### config.mk
export PLATFORM = sky130hd
export DESIGN_NAME = ddr4_cmd_decoder
export DESIGN_NICKNAME = d
export VERILOG_FILES = /design/src/rtl/ddr4_cmd_decoder.sv
export SDC_FILE = /design/constraint.sdc
export NUM_CORES = 2
export LEC_CHECK = 0
export ABC_AREA = 1
export ABC_CLOCK_PERIOD_IN_PS = 7000
export BUFFER_PORTS_ARGS = -buffer_cell sky130_fd_sc_hd__buf_2
export CORE_AREA = 2 2 515 517
export CTS_CLUSTER_SIZE = 25
export DETAILED_ROUTE_END_ITERATION = 7
export DIE_AREA = 0 0 517 519
export PLACE_DENSITY = 0.58
export SYNTH_ARGS = -nofsm -noshare
export SYNTH_HDL_FRONTEND = slang
export SYNTH_SLANG_ARGS = --single-unit
export TNS_END_PERCENT = 5
### constraint.sdc
create_clock -name clk -period 7 [get_ports clk]
set_clock_uncertainty 0.1 [all_clocks]
set_input_delay 0.7 -clock clk [delete_from_list [all_inputs] [get_ports clk]]
set_output_delay 0.7 -clock clk [all_outputs]
set_load 0.01 [all_outputs]
### src/rtl/ddr4_cmd_decoder.sv
// DDR4 command decoder: turns four 32-bit command slots per beat into registered 4-phase DFI pins.
// Latency: command pins 1 cycle; wrdata 1+WL_CYCLES cycles; rddata_en 1+RL_CYCLES cycles.
// Backpressure: none. Every valid beat is accepted, and each delay line takes at most one entry per cycle.
module ddr4_cmd_decoder #(
  parameter int NUM_SLOTS   = 4,
  parameter int WDATA_WIDTH = 512,
  parameter int ADDR_WIDTH  = 17,
  parameter int WL_CYCLES   = 4,
  parameter int RL_CYCLES   = 8
) (
  input  logic                               clk,
  input  logic                               rst,
  input  logic [NUM_SLOTS*32+WDATA_WIDTH-1:0] in_data,
  input  logic                               in_valid,
  output logic [NUM_SLOTS-1:0]               dfi_cs_n,
  output logic [NUM_SLOTS-1:0]               dfi_act_n,
  output logic [NUM_SLOTS-1:0]               dfi_ras_n,
  output logic [NUM_SLOTS-1:0]               dfi_cas_n,
  output logic [NUM_SLOTS-1:0]               dfi_we_n,
  output logic [2*NUM_SLOTS-1:0]             dfi_bg,
  output logic [2*NUM_SLOTS-1:0]             dfi_ba,
  output logic [ADDR_WIDTH*NUM_SLOTS-1:0]    dfi_address,
  output logic                               dfi_wrdata_en,
  output logic [WDATA_WIDTH-1:0]             dfi_wrdata,
  output logic                               dfi_rddata_en,
  output logic [31:0]                        rd_count,
  output logic [31:0]                        wr_count,
  output logic                               multi_wr_err
);

  localparam logic [2:0] OP_ACT  = 3'd1;
  localparam logic [2:0] OP_PRE  = 3'd2;
  localparam logic [2:0] OP_RD   = 3'd3;
  localparam logic [2:0] OP_WR   = 3'd4;
  localparam logic [2:0] OP_REF  = 3'd5;
  localparam logic [2:0] OP_PREA = 3'd6;
  localparam int         SLOT_BITS = NUM_SLOTS * 32;

  logic [NUM_SLOTS-1:0]            cs_n_d, act_n_d, ras_n_d, cas_n_d, we_n_d;
  logic [NUM_SLOTS-1:0]            cs_n_q, act_n_q, ras_n_q, cas_n_q, we_n_q;
  logic [2*NUM_SLOTS-1:0]          bg_d, ba_d, bg_q, ba_q;
  logic [ADDR_WIDTH*NUM_SLOTS-1:0] addr_d, addr_q;
  logic [31:0]                     rd_count_d, rd_count_q, wr_count_d, wr_count_q;
  logic                            err_d, err_q;
  logic [2:0]                      n_wr, n_rd;
  logic [24:0]                     slot;
  logic [NUM_SLOTS*7-1:0]          unused_slot_bits;

  // Write-data and read-strobe delay lines; the last stage drives the outputs directly.
  logic [WL_CYCLES:0]              wr_en_q;
  logic [WDATA_WIDTH-1:0]          wr_dat_q [WL_CYCLES+1];
  logic [RL_CYCLES:0]              rd_en_q;

  // Slot bits [31:25] carry no meaning.
  always_comb begin
    unused_slot_bits = '0;
    for (int k = 0; k < NUM_SLOTS; k++) unused_slot_bits[7*k +: 7] = in_data[32*k+25 +: 7];
  end

  // Decode each slot into its phase pins and tally RD/WR slots in the beat.
  always_comb begin
    cs_n_d  = '1;
    act_n_d = '1;
    ras_n_d = '1;
    cas_n_d = '1;
    we_n_d  = '1;
    bg_d    = '0;
    ba_d    = '0;
    addr_d  = '0;
    n_wr    = '0;
    n_rd    = '0;
    slot    = '0;
    for (int k = 0; k < NUM_SLOTS; k++) begin
      slot = in_data[32*k +: 25];
      if (in_valid && slot[2:0] != 3'd0 && slot[2:0] != 3'd7) begin
        cs_n_d[k]        = 1'b0;
        bg_d[2*k +: 2]   = slot[4:3];
        ba_d[2*k +: 2]   = slot[6:5];
      end
      if (in_valid) begin
        case (slot[2:0])
          OP_ACT: begin
            act_n_d[k] = 1'b0;
            ras_n_d[k] = slot[23];
            cas_n_d[k] = slot[22];
            we_n_d[k]  = slot[21];
            addr_d[ADDR_WIDTH*k +: ADDR_WIDTH] = ADDR_WIDTH'(slot[23:7]);
          end
          OP_PRE: begin
            ras_n_d[k] = 1'b0;
            we_n_d[k]  = 1'b0;
          end
          OP_PREA: begin
            ras_n_d[k] = 1'b0;
            we_n_d[k]  = 1'b0;
            addr_d[ADDR_WIDTH*k + 10] = 1'b1;
          end
          OP_RD, OP_WR: begin
            cas_n_d[k] = 1'b0;
            we_n_d[k]  = (slot[2:0] == OP_RD);
            addr_d[ADDR_WIDTH*k +: 10] = slot[16:7];
            addr_d[ADDR_WIDTH*k + 10]  = slot[24];
            addr_d[ADDR_WIDTH*k + 12]  = 1'b1;   // BL8
            if (slot[2:0] == OP_RD) n_rd = n_rd + 3'd1;
            else                    n_wr = n_wr + 3'd1;
          end
          OP_REF: begin
            ras_n_d[k] = 1'b0;
            cas_n_d[k] = 1'b0;
          end
          default: ;
        endcase
      end
    end
    rd_count_d = rd_count_q + 32'(n_rd);
    wr_count_d = wr_count_q + 32'(n_wr);
    err_d      = err_q | (n_wr > 3'd1);
  end

  // Command pins, statistics and the sticky multi-WR flag.
  always_ff @(posedge clk) begin
    if (rst) begin
      cs_n_q     <= '1;
      act_n_q    <= '1;
      ras_n_q    <= '1;
      cas_n_q    <= '1;
      we_n_q     <= '1;
      bg_q       <= '0;
      ba_q       <= '0;
      addr_q     <= '0;
      rd_count_q <= '0;
      wr_count_q <= '0;
      err_q      <= 1'b0;
    end else begin
      cs_n_q     <= cs_n_d;
      act_n_q    <= act_n_d;
      ras_n_q    <= ras_n_d;
      cas_n_q    <= cas_n_d;
      we_n_q     <= we_n_d;
      bg_q       <= bg_d;
      ba_q       <= ba_d;
      addr_q     <= addr_d;
      rd_count_q <= rd_count_d;
      wr_count_q <= wr_count_d;
      err_q      <= err_d;
    end
  end

  // Delay lines: one entry per beat; data is zeroed for non-WR beats so idle output stays 0.
  always_ff @(posedge clk) begin
    if (rst) begin
      wr_en_q <= '0;
      rd_en_q <= '0;
      for (int i = 0; i <= WL_CYCLES; i++) wr_dat_q[i] <= '0;
    end else begin
      wr_en_q[0]  <= (n_wr != 3'd0);
      wr_dat_q[0] <= (n_wr != 3'd0) ? in_data[SLOT_BITS +: WDATA_WIDTH] : '0;
      rd_en_q[0]  <= (n_rd != 3'd0);
      for (int i = 1; i <= WL_CYCLES; i++) begin
        wr_en_q[i]  <= wr_en_q[i-1];
        wr_dat_q[i] <= wr_dat_q[i-1];
      end
      for (int i = 1; i <= RL_CYCLES; i++) rd_en_q[i] <= rd_en_q[i-1];
    end
  end

  assign dfi_cs_n      = cs_n_q;
  assign dfi_act_n     = act_n_q;
  assign dfi_ras_n     = ras_n_q;
  assign dfi_cas_n     = cas_n_q;
  assign dfi_we_n      = we_n_q;
  assign dfi_bg        = bg_q;
  assign dfi_ba        = ba_q;
  assign dfi_address   = addr_q;
  assign dfi_wrdata_en = wr_en_q[WL_CYCLES];
  assign dfi_wrdata    = wr_dat_q[WL_CYCLES];
  assign dfi_rddata_en = rd_en_q[RL_CYCLES];
  assign rd_count      = rd_count_q;
  assign wr_count      = wr_count_q;
  assign multi_wr_err  = err_q;

endmodule
==> flow_summary_export.csv <==
group,metric,value,unit
synthesis,ys_ff_latch,2743,
detailed_routing,drt_first_pass_iters,6,
synthesis,synth-seq-area-share,0.631,
global_routing,first_global_vias,51620,
cts,clk_path_buf_depth,4,
layout,final_layout_size_suffix_gt1_frac,0.208,
sta,tightestPinTransition,1410,ps
sta,timing.max_slew.rel_slack,0.0567,
worst_setup_path,crit_path_start,"in_data[0]",
worst_setup_path,critPathCaptureType,"flip-flop",
power,pwr_density_cell,300,mW/mm^2
min_path,min-delay-start,"in_data[616]",
layout,finalNonFillerCells,14623,
synthesis,dominantRegCellSynth,"dfxtp_1",
min_path,hold_path.class,"in -> reg",
worst_setup_path,worstPathArrival,5650,ps
run,drv_cap,0,
global_routing,grt_max_degree,236,
die,die-width,517,um
synthesis,synth-edff-count,0,
cts,clock-sinks,2743,
power,static-leakage-power,47.1,nW
worst_setup_path,criticalPathCategory,"in -> reg",
cts,cts_htree_levels,5,
synthesis,count_of_yosys_warnings_during_synthesis,0,
sta,layout_worst_path_cycle_share,0.721,
detailed_routing,drc_errors,0,
sta,grt_setup_unrepaired,"no",
placement,final_weighted_congestion_in_routability_driven_placement,0.852,
placement,total_half_perimeter_wirelength_after_legalization_and_detailed_placement,144000,um
sta,setup_viol,0,
detailed_routing,vias_per_cell,3.69,
cts,clock_latency,870,ps
worst_setup_path,worstPathMaxFanout,11,
global_routing,number_of_antenna_violations_at_the_first_check_in_global_routing,48,
die,overall_die_height,519,um
worst_setup_path,worst_ep_required_time,7600,ps
power,peakVddDrop,212,uV
synthesis,yosys.cell_types.count,39,
synthesis,syn_area,0.0870,sq mm
layout,finalNetCount,11504,
outcome,outcome,"finished clean",
cts,num_cts_buffers,287,
global_routing,grt.total_usage,0.148,
layout,layout.core_utilization,0.411,
layout,area_growth,24.3,%
worst_setup_path,setup.reg_to_reg.worst_slack,4330,ps
cts,clk_root_buffer_cell,"clkbuf_16",
detailed_routing,wl_per_cell,14.0,um
global_routing,grt_pass1_wl,303000,um
detailed_routing,detailroute.via_count,53950,
die,die_area,0.268,sq mm
detailed_routing,drt_first_iter_violations,2752,
sta,timing_hold_violations_final,0,
synthesis,synth_nets,10097,
synthesis,async_reset_ff_frac,0,
die,starting_utilization_of_the_core_area,0.330,
global_routing,gr-total-overflow,0,
sta,timing_max_transition_violations_final,0,
synthesis,postSynthCellCount,9439,
cts,ctsResizeCount,0,
die,core_area,0.263,sq mm
placement,numPlacedInstances,13502,
sta,setup_tns,0,ps
layout,final.fill_count,25733,
cts,cts_tree,"done",
worst_setup_path,crit_path_start_kind,"input pin",
die,rows,189,
sta,period_minus_slack,5050,ps
synthesis,post_synth.cell_area_avg,9.22,sq um
cts,path_clk_slew,60,ps
min_path,hold_path_depth,3,
sta,max_clock_freq,198,MHz
placement,port_buffers,1297,
die,number_of_primary_i_o_pins,1326,
worst_setup_path,worstReg2RegStart,"wr_count[0]",
detailed_routing,finalWirelength,205000,um
worst_setup_path,rr_worst_depth,13,
detailed_routing,detail-route-antenna-nets,0,
critical path, cell delays in order:
cell and delay, ps:
dlygate4sd3_1 640, buf_2 190, nand2_1 140, nor3_1 270, ha_1 300, nand2_1 90
inv_1 50, ha_1 260, nor2_1 100, nor2_1 50, nand2_1 80, inv_1 50
ha_1 270, nor2_1 100, nor2_1 50, nand2_1 310, inv_1 90, ha_1 290
nand3_1 70, nand2_1 90, nand2_1 100, nor2_1 670, nand2_1 190, nor2_1 250
nand2_1 90, nand2_1 90, a21oi_1 60
through the flow:
step	hold slack (ps)	power, W	cell area (sq um)	setup WS (ps)
floorplan	288	0.0171	87000	2820
global placement	288	0.0174	92700	1300
detailed placement	292	0.0175	92700	1350
CTS	1.53	0.0329	108000	2070
global route	15.6	0.0337	108000	1530
finish	68.1	0.0325	108000	1950
cell families (layout without fill, tap and decap cells):
logic type	Yosys count	after routing	synth area share
and+or+nand+nor	3033	3033	0.175
adders and majority gates	15	15	0.00233
other	0	26	0
DFF	2743	2743	0.631
buffers and inverters	3547	5172	0.185
xor gates and xnor gates	12	12	0.00121
AOI/OAI and AO/OA	89	89	0.00577
layer usage:
layer | global-route usage | share of wire | up-vias
met3 | 0.0393 | 0.065 | 452
met5 | 0 | 0.00078 | -
met2 | 0.261 | 0.49 | 1348
met4 | 0.0795 | 0.054 | 26
li1 | - | - | 28207
met1 | 0.160 | 0.39 | 23917
sequential cells by signal (all words and copies together) (netlist names), 4 cells and up:
name,cells
dfi_address,68
wr_dat_q,2560
rd_count,32
wr_en_q,5
dfi_ras_n,4
dfi_bg,8
wr_count,32
dfi_act_n,4
dfi_we_n,4
rd_en_q,9
dfi_ba,8
dfi_cs_n,4
dfi_cas_n,4
worst paths after layout:
kind                            end
setup / recovery       rd_count[31]
hold / removal     wr_dat_q[0][488]
setup reg to reg       wr_count[28]
hold reg to reg   wr_dat_q[0][1977]
cell usage after synthesis, types with 3 or more instances:
| cell | n | area share |
|---|---|---|
| a31oi_1 | 4 | 0.00029 |
| o21a_1 | 9 | 0.00078 |
| nand2_1 | 157 | 0.0068 |
| inv_1 | 2729 | 0.12 |
| nand4_1 | 21 | 0.0015 |
| o21ai_1 | 4 | 0.00023 |
| buf_2 | 8 | 0.00046 |
| o21ai_0 | 21 | 0.0012 |
| nand2_4 | 5 | 0.00065 |
| nor3_1 | 23 | 0.0013 |
| clkbuf_1 | 238 | 0.010 |
| nand3b_1 | 4 | 0.00035 |
| nand3_1 | 34 | 0.0020 |
| nor2_1 | 2284 | 0.099 |
| buf_4 | 512 | 0.044 |
| ha_1 | 13 | 0.0019 |
| xnor2_1 | 3 | 0.00030 |
| and3_1 | 3 | 0.00022 |
| or2_2 | 11 | 0.00079 |
| nor4_1 | 8 | 0.00058 |
| nand3_2 | 3 | 0.00035 |
| nand2_2 | 4 | 0.00029 |
| xor2_1 | 9 | 0.00091 |
| o211ai_1 | 5 | 0.00043 |
| nor3b_1 | 4 | 0.00035 |
| nor2_4 | 470 | 0.061 |
| inv_2 | 5 | 0.00022 |
| a21oi_1 | 41 | 0.0024 |
| buf_12 | 52 | 0.012 |
| dfxtp_1 | 2743 | 0.63 |
cell type report:
cell class	count	area, sq um	area share
repair buffers	1930	12900	0.120
well taps	3533	4420	0.0409
diodes	26	65.1	0.000601
flip-flops and latches	2743	54900	0.508
inverters	2735	10300	0.0949
multi-input cells	3149	16000	0.148
clock inverters	103	1230	0.0114
clock buffers	404	8320	0.0769
placed cells by master (no fill, tap or decap), types with 9 or more instances in the layout:
cell	count
a21oi_1	41
buf_12	18
buf_2	1296
buf_4	28
bufinv_16	10
clkbuf_1	52
clkbuf_16	291
clkbuf_8	61
clkinv_16	10
clkinv_2	53
dfxtp_1	2743
diode_2	26
dlygate4sd3_1	588
ha_1	13
inv_1	2729
nand2_1	157
nand3_1	34
nand4_1	21
nor2_1	2284
nor2_4	470
nor3_1	23
o21a_1	9
o21ai_0	19
or2_2	11
xor2_1	9
where the power goes:
group | total [W] | switching [W] | internal (W)
sequential | 0.0160 | 0.0000796 | 0.0159
clock | 0.0151 | 0.00631 | 0.00877
combinational | 0.00141 | 0.000844 | 0.000571
total | 0.0325 | 0.00723 | 0.0252
what timing repair did:
item                                   in CTS  in global routing
endpoints found under the hold margin     590                  0
hold buffers                              588                  0
buffers inserted                            0                  0
No activity file was read; power rests on OpenSTA's default activity.
